<file path="src/rtl/max7219_pkg.sv">
// Shared MAX7219 register map, mode/state encodings and word-packing helpers.
package max7219_pkg;

    localparam logic [3:0] REG_NOOP         = 4'h0;
    localparam logic [3:0] REG_DIGIT0       = 4'h1;
    localparam logic [3:0] REG_DECODE       = 4'h9;
    localparam logic [3:0] REG_INTENSITY    = 4'hA;
    localparam logic [3:0] REG_SCAN_LIMIT   = 4'hB;
    localparam logic [3:0] REG_SHUTDOWN     = 4'hC;
    localparam logic [3:0] REG_DISPLAY_TEST = 4'hF;

    localparam int CFG_FRAMES = 5;

    typedef enum logic [1:0] {
        MODE_SINGLE  = 2'd0,
        MODE_CONFIG  = 2'd1,
        MODE_REFRESH = 2'd2,
        MODE_RSVD    = 2'd3
    } mode_e;

    typedef enum logic [2:0] {
        ST_IDLE,
        ST_BUILD,
        ST_LOAD,
        ST_SEND,
        ST_DONE
    } state_e;

    typedef struct packed {
        logic [7:0] decode;
        logic [3:0] intensity;
        logic [2:0] scan_limit;
        logic       enable;
        logic       display_test;
    } cfg_t;

    function automatic logic [15:0] pack_word(input logic [3:0] addr, input logic [7:0] data);
        return {4'h0, addr, data};
    endfunction

    // Config frames go out in register order: decode, intensity, scan, shutdown, test.
    function automatic logic [15:0] cfg_word(input logic [2:0] idx, input cfg_t cfg);
        case (idx)
            3'd0:    return pack_word(REG_DECODE, cfg.decode);
            3'd1:    return pack_word(REG_INTENSITY, {4'h0, cfg.intensity});
            3'd2:    return pack_word(REG_SCAN_LIMIT, {5'h0, cfg.scan_limit});
            3'd3:    return pack_word(REG_SHUTDOWN, {7'h0, cfg.enable});
            default: return pack_word(REG_DISPLAY_TEST, {7'h0, cfg.display_test});
        endcase
    endfunction

endpackage

</file>
<file path="src/rtl/max7219_frame_builder.sv">
// Registered chain frame: broadcast, single-target (others no-op) or per-slot load.
// Updates one cycle after a control strobe; no flow control, the sequencer owns timing.
module max7219_frame_builder
    import max7219_pkg::*;
#(
    parameter int N_DEV  = 2,
    parameter int DEV_W  = 3,
    parameter int SLOT_W = 2
) (
    input  logic                 clk_i,
    input  logic                 reset_i,
    input  logic                 bcast_i,
    input  logic                 target_i,
    input  logic                 slot_ld_i,
    input  logic [DEV_W-1:0]     dev_i,
    input  logic [SLOT_W-1:0]    slot_i,
    input  logic [15:0]          word_i,
    output logic [16*N_DEV-1:0]  frame_o
);

    localparam logic [15:0] NOOP_WORD = pack_word(REG_NOOP, 8'h00);

    logic [16*N_DEV-1:0] frame_q, frame_d;

    // An out-of-range target simply matches no slot, so the whole frame becomes no-ops.
    always_comb begin
        frame_d = frame_q;
        for (int k = 0; k < N_DEV; k++) begin
            if (bcast_i) begin
                frame_d[16*k +: 16] = word_i;
            end else if (target_i) begin
                frame_d[16*k +: 16] = (int'(dev_i) == k) ? word_i : NOOP_WORD;
            end else if (slot_ld_i && (int'(slot_i) == k)) begin
                frame_d[16*k +: 16] = word_i;
            end
        end
    end

    always_ff @(posedge clk_i) begin
        if (reset_i) begin
            frame_q <= '0;
        end else begin
            frame_q <= frame_d;
        end
    end

    assign frame_o = frame_q;

endmodule

</file>
<file path="src/rtl/max7219_chain_sequencer.sv">
// Sequences single/config/refresh writes to a chain of MAX7219s; one frame per SPI transaction.
// Frame ready 1 cycle (BUILD) or N_DEV+1 cycles (LOAD) after start; SEND holds until i_next.
module max7219_chain_sequencer
    import max7219_pkg::*;
#(
    parameter int N_DEV    = 2,
    parameter int N_DIGITS = 8,
    parameter int FB_AW    = 4,
    parameter int DEV_W    = 3
) (
    input  logic                 i_clk,
    input  logic                 i_reset,
    input  logic                 i_stb,
    input  logic [1:0]           i_mode,
    input  logic [DEV_W-1:0]     i_dev,
    input  logic [2:0]           i_digit,
    input  logic [7:0]           i_segment,
    input  logic [7:0]           i_decode_mode,
    input  logic [3:0]           i_intensity,
    input  logic [2:0]           i_scan_limit,
    input  logic                 i_enable,
    input  logic                 i_display_test,
    output logic [FB_AW-1:0]     o_fb_addr,
    input  logic [7:0]           i_fb_data,
    output logic                 o_write,
    input  logic                 i_next,
    output logic [16*N_DEV-1:0]  o_frame,
    output logic                 o_busy,
    output logic                 o_ack
);

    localparam int FCNT_W = 3;
    localparam int DCNT_W = $clog2(N_DEV + 1);

    state_e              state_q, state_d;
    logic [FCNT_W-1:0]   fcnt_q, fcnt_d;
    logic [DCNT_W-1:0]   dcnt_q, dcnt_d;
    logic [FB_AW-1:0]    fb_addr_q, fb_addr_live;

    mode_e               mode_q;
    logic [DEV_W-1:0]    dev_q;
    logic [2:0]          digit_q;
    logic [7:0]          seg_q;
    cfg_t                cfg_q;

    logic                accept;
    logic                last_frame;
    logic                fetch_vld;
    logic                bcast, target, slot_ld;
    logic [DCNT_W-1:0]   slot;
    logic [15:0]         word;

    assign accept = (state_q == ST_IDLE) && i_stb;

    always_ff @(posedge i_clk) begin
        if (i_reset) begin
            state_q   <= ST_IDLE;
            fcnt_q    <= '0;
            dcnt_q    <= '0;
            fb_addr_q <= '0;
            mode_q    <= MODE_SINGLE;
            dev_q     <= '0;
            digit_q   <= '0;
            seg_q     <= '0;
            cfg_q     <= '0;
        end else begin
            state_q <= state_d;
            fcnt_q  <= fcnt_d;
            dcnt_q  <= dcnt_d;
            if (fetch_vld) begin
                fb_addr_q <= fb_addr_live;
            end
            if (accept) begin
                mode_q  <= mode_e'(i_mode);
                dev_q   <= i_dev;
                digit_q <= i_digit;
                seg_q   <= i_segment;
                cfg_q   <= '{decode: i_decode_mode, intensity: i_intensity,
                             scan_limit: i_scan_limit, enable: i_enable,
                             display_test: i_display_test};
            end
        end
    end

    always_comb begin
        case (mode_q)
            MODE_CONFIG:  last_frame = (fcnt_q == FCNT_W'(CFG_FRAMES - 1));
            MODE_REFRESH: last_frame = (fcnt_q == FCNT_W'(N_DIGITS - 1));
            default:      last_frame = 1'b1;
        endcase
    end

    always_comb begin
        state_d = state_q;
        fcnt_d  = fcnt_q;
        dcnt_d  = dcnt_q;
        case (state_q)
            ST_IDLE: begin
                if (i_stb) begin
                    fcnt_d = '0;
                    dcnt_d = '0;
                    case (mode_e'(i_mode))
                        MODE_SINGLE, MODE_CONFIG: state_d = ST_BUILD;
                        MODE_REFRESH:             state_d = ST_LOAD;
                        default:                  state_d = ST_DONE;
                    endcase
                end
            end
            ST_BUILD: state_d = ST_SEND;
            ST_LOAD: begin
                // One extra cycle past the last address to catch the final byte.
                if (dcnt_q == DCNT_W'(N_DEV)) begin
                    state_d = ST_SEND;
                    dcnt_d  = '0;
                end else begin
                    dcnt_d = dcnt_q + 1'b1;
                end
            end
            ST_SEND: begin
                if (i_next) begin
                    if (last_frame) begin
                        state_d = ST_DONE;
                        fcnt_d  = '0;
                    end else begin
                        fcnt_d  = fcnt_q + 1'b1;
                        state_d = (mode_q == MODE_REFRESH) ? ST_LOAD : ST_BUILD;
                    end
                end
            end
            ST_DONE: state_d = ST_IDLE;
            default: state_d = ST_IDLE;
        endcase
    end

    always_comb begin
        o_write      = (state_q == ST_SEND);
        o_ack        = (state_q == ST_DONE);
        o_busy       = (state_q != ST_IDLE) && (state_q != ST_DONE);
        fetch_vld    = (state_q == ST_LOAD) && (dcnt_q < DCNT_W'(N_DEV));
        fb_addr_live = FB_AW'(dcnt_q) * FB_AW'(N_DIGITS) + FB_AW'(fcnt_q);
        o_fb_addr    = fetch_vld ? fb_addr_live : fb_addr_q;
        bcast        = (state_q == ST_BUILD) && (mode_q == MODE_CONFIG);
        target       = (state_q == ST_BUILD) && (mode_q == MODE_SINGLE);
        slot_ld      = (state_q == ST_LOAD) && (dcnt_q != '0);
        slot         = dcnt_q - 1'b1;
        if (mode_q == MODE_CONFIG) begin
            word = cfg_word(fcnt_q, cfg_q);
        end else if (mode_q == MODE_SINGLE) begin
            word = pack_word(REG_DIGIT0 + {1'b0, digit_q}, seg_q);
        end else begin
            word = pack_word(REG_DIGIT0 + {1'b0, fcnt_q}, i_fb_data);
        end
    end

    max7219_frame_builder #(
        .N_DEV  (N_DEV),
        .DEV_W  (DEV_W),
        .SLOT_W (DCNT_W)
    ) u_builder (
        .clk_i     (i_clk),
        .reset_i   (i_reset),
        .bcast_i   (bcast),
        .target_i  (target),
        .slot_ld_i (slot_ld),
        .dev_i     (dev_q),
        .slot_i    (slot),
        .word_i    (word),
        .frame_o   (o_frame)
    );

endmodule

</file>
<file path="config.mk">
export PLATFORM = sky130hd
export DESIGN_NAME = max7219_chain_sequencer
export DESIGN_NICKNAME = d
export VERILOG_FILES = /design/src/rtl/max7219_pkg.sv /design/src/rtl/max7219_frame_builder.sv /design/src/rtl/max7219_chain_sequencer.sv
export SDC_FILE = /design/constraint.sdc
export NUM_CORES = 1
export LEC_CHECK = 0
export CAP_MARGIN = 5
export CORE_MARGIN = 2
export CORE_UTILIZATION = 52
export DETAILED_ROUTE_END_ITERATION = 8
export PLACE_DENSITY = 0.91
export RECOVER_POWER = 25
export SLEW_MARGIN = 20
export SYNTH_ARGS = -nofsm -noshare
export SYNTH_HDL_FRONTEND = slang
export SYNTH_SLANG_ARGS = --single-unit
</file>
<file path="constraint.sdc">
create_clock -name i_clk -period 5.3 [get_ports i_clk]
set_input_delay 0.53 -clock i_clk [delete_from_list [all_inputs] [get_ports i_clk]]
set_output_delay 0.53 -clock i_clk [all_outputs]
set_load 0.05 [all_outputs]
</file>
==> run summary, run 1 <==
status: finished, final reports clean
Iter 0 DRT Violations: 195
HPWL Detailed: 5257 µm
RSZ-0062 raised after global routing: false
cell taking the most area after synthesis: dfxtp_1
worst slack, placed: 2.583 ns
aggregate global-route resource usage: 23.40%
setup bufs post-CTS: 0
#FFs+latches synth: 69
DR DRC count: 0
worst r2r dst: u_builder.frame_o[3]
core area: 0.005851 mm²
post-synth top area share: 44.34%
Synth cell types: 41
Die Ht: 81.41 µm
clk slew on worst S/H paths: 0.08 ns
GP Congestion: 0.8320
share of cells above drive strength 1: 6.364%
ys flop type: dfxtp_1
Clk Latency, worst-skew pair: 0.35 ns
Worst setup EP type: primary output
PortBufs: 75
global-route wire length before repair: 11790 µm
nets@finish: 489
Clock Path Buffers: 2
most common cell after layout, fill and taps aside: nand2_1
min cycle time layout: 3.554 ns
Post-Syn Instances: 372
FF-to-FF setup slack: 2.29 ns
Synth-to-Final Area Change: 29.40%
Mapped Avg Cell Area: 8.375 µm²
Hold-fix buffers, CTS: 0
clock root buffer: clkbuf_8
Design Power: 1.802 mW
vias in the first global route: 2614
DR vias/cell: 5.639
Max-Cap Viols: 0
CTS sink cnt: 69
# rows: 28
Post-synth ARST share: 0%
top cells by area, synth: dfxtp_1, nand2_1, a21oi_1, ha_1, a22oi_1
Post-synth EDFFs: 0
Filler Cells Inserted: 449
final period utilization: 67.07%
DR WL/cell: 14.45 µm
synthesized area: 0.003115 mm²
Crit Path Class: flop to primary output
reg-to-reg startpoint: state_q[1]
final wirelength: 7443 µm
Yosys warnings: 0
Die Width: 81.41 µm
Fin. Hold Viols: 0
CP Launch Type: flop
CP max FO: 9
CTS tree: done
Hold Crit Start: seg_q[0]
initial antenna violation count: 0
Hold Path Class: flop to flop
Total Neg Setup Slack: 0 ns
LEAKAGE: 1.530 nW
sequential fraction of the synthesis area: 44.34%
Inserted Clock Buffers: 9
Hold Crit Depth: 2
Clock Skew: 0.01341 ns
worst slew pin tran: 1.456 ns
Pins Over Slew Limit: 0
final worst slack: 1.746 ns
Die ar.: 0.006627 mm²
initial core utilization: 53.25%
largest net degree at the start of global routing: 59
post-route ant nets: 0
Reg2Reg Depth: 5
Ports: 84
Peak VDD IR: 0.2127 mV
n_diodes: 0
Worst slew margin: 2.907%
H-Tree Level Count: 3
Cell Pwr Density: 446.9 mW/mm²
Critical Path AT: 3.02 ns
Critical Path RT: 4.77 ns
FMAX: 281.3 MHz
drt first pass iters: 5
Via Count: 2904
Overflow after GRT: 0
most frequent cells in the layout: nand2_1, clkdlybuf4s50_1, dfxtp_1
final setup vio count: 0
Post-CTS Resized: 0
worst hold path endpoint: seg_q[0]
stage by stage:
stage               util (%)  instances  hold WS [ns]  cell area [µm²]
floorplan                  -        379        0.4311             3142
global placement       65.40        499        0.4419             3826
detailed placement     65.40        499        0.4462             3826
CTS                    69.23        515        0.4572             4050
global route           68.91        515        0.4802             4031
finish                 68.91        515        0.4607             4031
state kept, by name, summed over array words and instances (netlist names):
signal	cells
cfg_q	17
fcnt_q	3
digit_q	3
fb_addr_q	4
dev_q	3
seg_q	8
dcnt_q	2
state_q	3
mode_q	2
u_builder.frame_o	24
final cells by class:
| type | count | area, µm² | share of cell area [%] |
|---|---|---|---|
| inverters | 10 | 37.54 | 0.9311 |
| clock buffers | 10 | 137.6 | 3.414 |
| multi-input cells | 268 | 1538 | 38.14 |
| flip-flops and latches | 69 | 1381 | 34.26 |
| clock inverters | 6 | 86.33 | 2.142 |
| well taps | 75 | 93.84 | 2.328 |
| repair buffers | 77 | 757.0 | 18.78 |
cells by family (layout without fill, tap and decap cells):
family,after synthesis,in the layout,share of synthesized area [%]
flip-flops,69,69,44.34
multiplexers,11,11,3.695
AO/OA/AOI/OAI,105,105,21.61
adder cells (fa/ha/maj),9,9,3.615
AND/OR/NAND/NOR,135,135,19.68
buffers and inverters,42,103,6.948
other,1,8,0.1204
synthesized netlist by cell type, types with 3 or more instances:
cell type	number
nand2b_1	4
a31oi_1	3
o22ai_1	4
nand3b_1	3
a222oi_1	4
mux2_2	4
nor3_1	6
inv_1	10
a21oi_1	42
nand2_1	82
o21ai_0	16
nor2_1	23
buf_6	3
mux2i_1	7
buf_4	9
a22oi_1	14
clkbuf_1	18
dfxtp_1	69
a22o_1	12
ha_1	9
nor2b_1	6
worst max-delay path: stages, from the launching register on:
cell	delay [ns]
dfxtp_1	0.51
nor4b_1	0.99
nand2_1	0.18
o21ai_0	0.16
clkdlybuf4s50_1	0.84
worst max-delay path by stage:
stage,startpoint,to,slack [ns],depth (start not counted)
floorplan,state_q[1],o_fb_addr[3],3.07,3
global placement,mode_q[0],u_builder.frame_o[7],2.75,7
detailed placement,mode_q[0],u_builder.frame_o[3],2.58,7
CTS,state_q[1],o_fb_addr[2],2.35,3
global route,state_q[1],o_fb_addr[3],1.56,4
finish,state_q[1],o_fb_addr[3],1.75,4
report_power, final:
group	leakage [nW]	internal, mW	switching (mW)
clock network	0.112	0.277	0.199
registers	0.562	0.600	0.0630
logic	0.855	0.239	0.424
total	1.53	1.12	0.686
routing by layer:
metal / GRT usage (%) / vias to the layer above / wire length [µm]
met5: 0 / - / 0
met4: 11.19 / 0 / 149
met3: 4.333 / 14 / 538
met2: 37.95 / 142 / 3475
met1: 29.93 / 1345 / 3280
li1: - / 1403 / -
Power figures use the tool's default switching activity.
==> run 2: changes to the inputs <==
--- a/config.mk
+++ b/config.mk
@@ -7,9 +7,9 @@
 export LEC_CHECK = 0
 export CAP_MARGIN = 5
 export CORE_MARGIN = 2
-export CORE_UTILIZATION = 52
+export CORE_UTILIZATION = 48
 export DETAILED_ROUTE_END_ITERATION = 8
-export PLACE_DENSITY = 0.91
+export PLACE_DENSITY = 0.85
 export RECOVER_POWER = 25
 export SLEW_MARGIN = 20
 export SYNTH_ARGS = -nofsm -noshare
==> constraint.sdc (replaced) <==
create_clock -name i_clk -period 3.35 [get_ports i_clk]
set_input_delay 0.335 -clock i_clk [delete_from_list [all_inputs] [get_ports i_clk]]
set_output_delay 0.335 -clock i_clk [all_outputs]
set_load 0.05 [all_outputs]
==> run 2 against run 1 <==
First-iteration DRC count increased by 18%. Critical endpoint unchanged. Design area decreased by 0.99%. Highest routed layer unchanged. Critical path type unchanged. Utilization decreased by 5.7 points.
==> run summary, run 2 (synthesized netlist as in run 1, its figures left out) <==
CP max FO: 9 (unchanged)
max FFs per register: 24 (unchanged)
Hold Path Class: input pin to flop
CTS sink cnt: 69 (unchanged)
nets@finish: 490 (+0.20%)
worst slack, placed: 0.7330 ns (-1.850 ns)
CP Launch Type: flop
Cell Pwr Density: 664.9 mW/mm² (+49%)
Final Hold Slack: 0.3524 ns (-0.1083 ns)
Crit Path Class: flop to primary output
Seq pwr share: 39.7% (+2.9 points)
Inserted Clock Buffers: 9 (unchanged)
CP Buf/Inv Count: 1 (unchanged)
LEAKAGE: 1.509 nW (-1.3%)
Critical Path RT: 3.01 ns (-1.76 ns)
Switching Fraction: 39.76% (+1.7 points)
Hold-fix buffers, CTS: 0 (unchanged)
RSZ-0062 raised after global routing: false
global-route wire length before repair: 11900 µm (+0.93%)
clk slew on worst S/H paths: 0.07 ns (about the same)
combinational share of power: 39.5% (+2.7 points)
DR vias/cell: 5.486 (-2.7%)
drt first pass iters: 5 (unchanged)
Die Width: 84.57 µm (+3.9%)
Die ar.: 0.007151 mm² (+7.9%)
min cycle time layout: 2.752 ns
Fin. Hold Viols: 0 (unchanged)
final worst slack: 0.5983 ns (-1.147 ns)
final setup vio count: 0 (unchanged)
initial antenna violation count: 0 (unchanged)
CP max-delay cell: clkdlybuf4s50_1
Clock Path Buffers: 2 (unchanged)
worst slew pin tran: 1.467 ns (+0.01032 ns)
post-route ant nets: 0 (unchanged)
Die Ht: 84.57 µm (+3.9%)
non-filler cells in the finished layout: 518 (+0.58%)
Ports: 84 (unchanged)
Placed Cells: 502 (+0.60%)
Total Neg Setup Slack: 0 ns (unchanged)
Iter 0 DRT Violations: 230 (+18%)
setup bufs post-CTS: 0 (unchanged)
most frequent cells in the layout: nand2_1, clkdlybuf4s50_1, dfxtp_1
final period utilization: 82.14%
PortBufs: 75 (unchanged)
Post-CTS Resized: 0 (unchanged)
P_int: 1.599 mW (+43%)
CP peak stage delay: 0.85 ns (-0.14 ns)
Pins Over Slew Limit: 0 (unchanged)
Synth-to-Final Area Change: 28.11%
GP Congestion: 0.8265 (-0.66%)
clock root buffer: clkbuf_8
DR DRC count: 0 (unchanged)
CTS tree: done
Clock Skew: 0.009110 ns (-0.004297 ns)
Critical Path AT: 2.42 ns (-0.60 ns)
crit path cell chain: nor4b_4, nand2_1, o21ai_0, clkdlybuf4s50_1
Clk Latency, worst-skew pair: 0.33 ns (-0.02 ns)
Via Count: 2842 (-2.1%)
Switch Pwr: 1.055 mW (+54%)
Worst setup EP type: primary output
Filler Cells Inserted: 564 (+26%)
most common cell after layout, fill and taps aside: nand2_1
Util after Layout: 63.22% (-5.7 points)
Max-Cap Viols: 0 (unchanged)
core area: 0.006314 mm² (+7.9%)
H-Tree Level Count: 3 (unchanged)
n_diodes: 0 (unchanged)
FMAX: 363.4 MHz
DP Area: 0.003836 mm² (+0.26%)
status: finished, final reports clean
DR WL/cell: 14.07 µm (-2.6%)
HPWL Detailed: 5439 µm (+3.5%)
largest net degree at the start of global routing: 45 (-24%)
final wirelength: 7288 µm (-2.1%)
Design Power: 2.654 mW (+47%)
initial core utilization: 49.35% (-3.9 points)
Clk pwr share: 20.8% (-5.6 points)
Peak VDD IR: 0.3713 mV (+75%)
aggregate global-route resource usage: 20.69% (-2.7 points)
vias in the first global route: 2601 (-0.50%)
Worst slew margin: 2.219% (-0.69 points)
share of cells above drive strength 1: 6.349% (-0.014 points)
post-layout instance area: 0.003991 mm² (-0.99%)
# rows: 29 (+3.6%)
Overflow after GRT: 0 (unchanged)
CP top delay family: buffers and inverters
-- run 2: changes by cell type in the layout (fill, tap and decap cells not counted), sizes merged --
cell and delta:
clkinv +1, buf +1, clkbuf +1, bufinv -2
-- run 2: routing by layer --
layer | wire length [µm] | up-vias | track usage, %
li1 | - | 1411 | -
met1 | 3192 | 1299 | 27.51
met2 | 3450 | 117 | 32.71
met3 | 478 | 15 | 3.147
met4 | 165 | 0 | 10.39
met5 | 0 | - | 0
-- run 2: final timing paths --
kind / start / to / slack, ns / depth (start not counted)
max: state_q[1] / o_fb_addr[3] / 0.60 / 4
min: i_reset / u_builder.frame_o[2] / 0.35 / 2
max reg2reg: mode_q[0] / u_builder.frame_o[9] / 0.69 / 7
min reg2reg: cfg_q[8] / cfg_q[8] / 0.46 / 2
-- run 2: power groups by stage --
stage,sequential [mW],combinational [mW],clock [mW]
CTS,1.05,1.05,0.566
finish,1.05,1.05,0.553
global route,1.07,1.15,0.598
global placement,1.06,1.03,0
floorplan,1.15,0.687,0
detailed placement,1.07,1.05,0
-- run 2: area by class of cell --
class                           instances  area (µm²)  share of cell area (%)
Clock buffer                           11       131.4                   3.292
Timing Repair Buffer                   78       764.5                   19.15
Clock inverter                          5       27.53                  0.6897
Multi-Input combinational cell        268        1553                   38.90
Inverter                               10       37.54                  0.9404
Tap cell                               77       96.34                   2.414
Sequential cell                        69        1381                   34.61
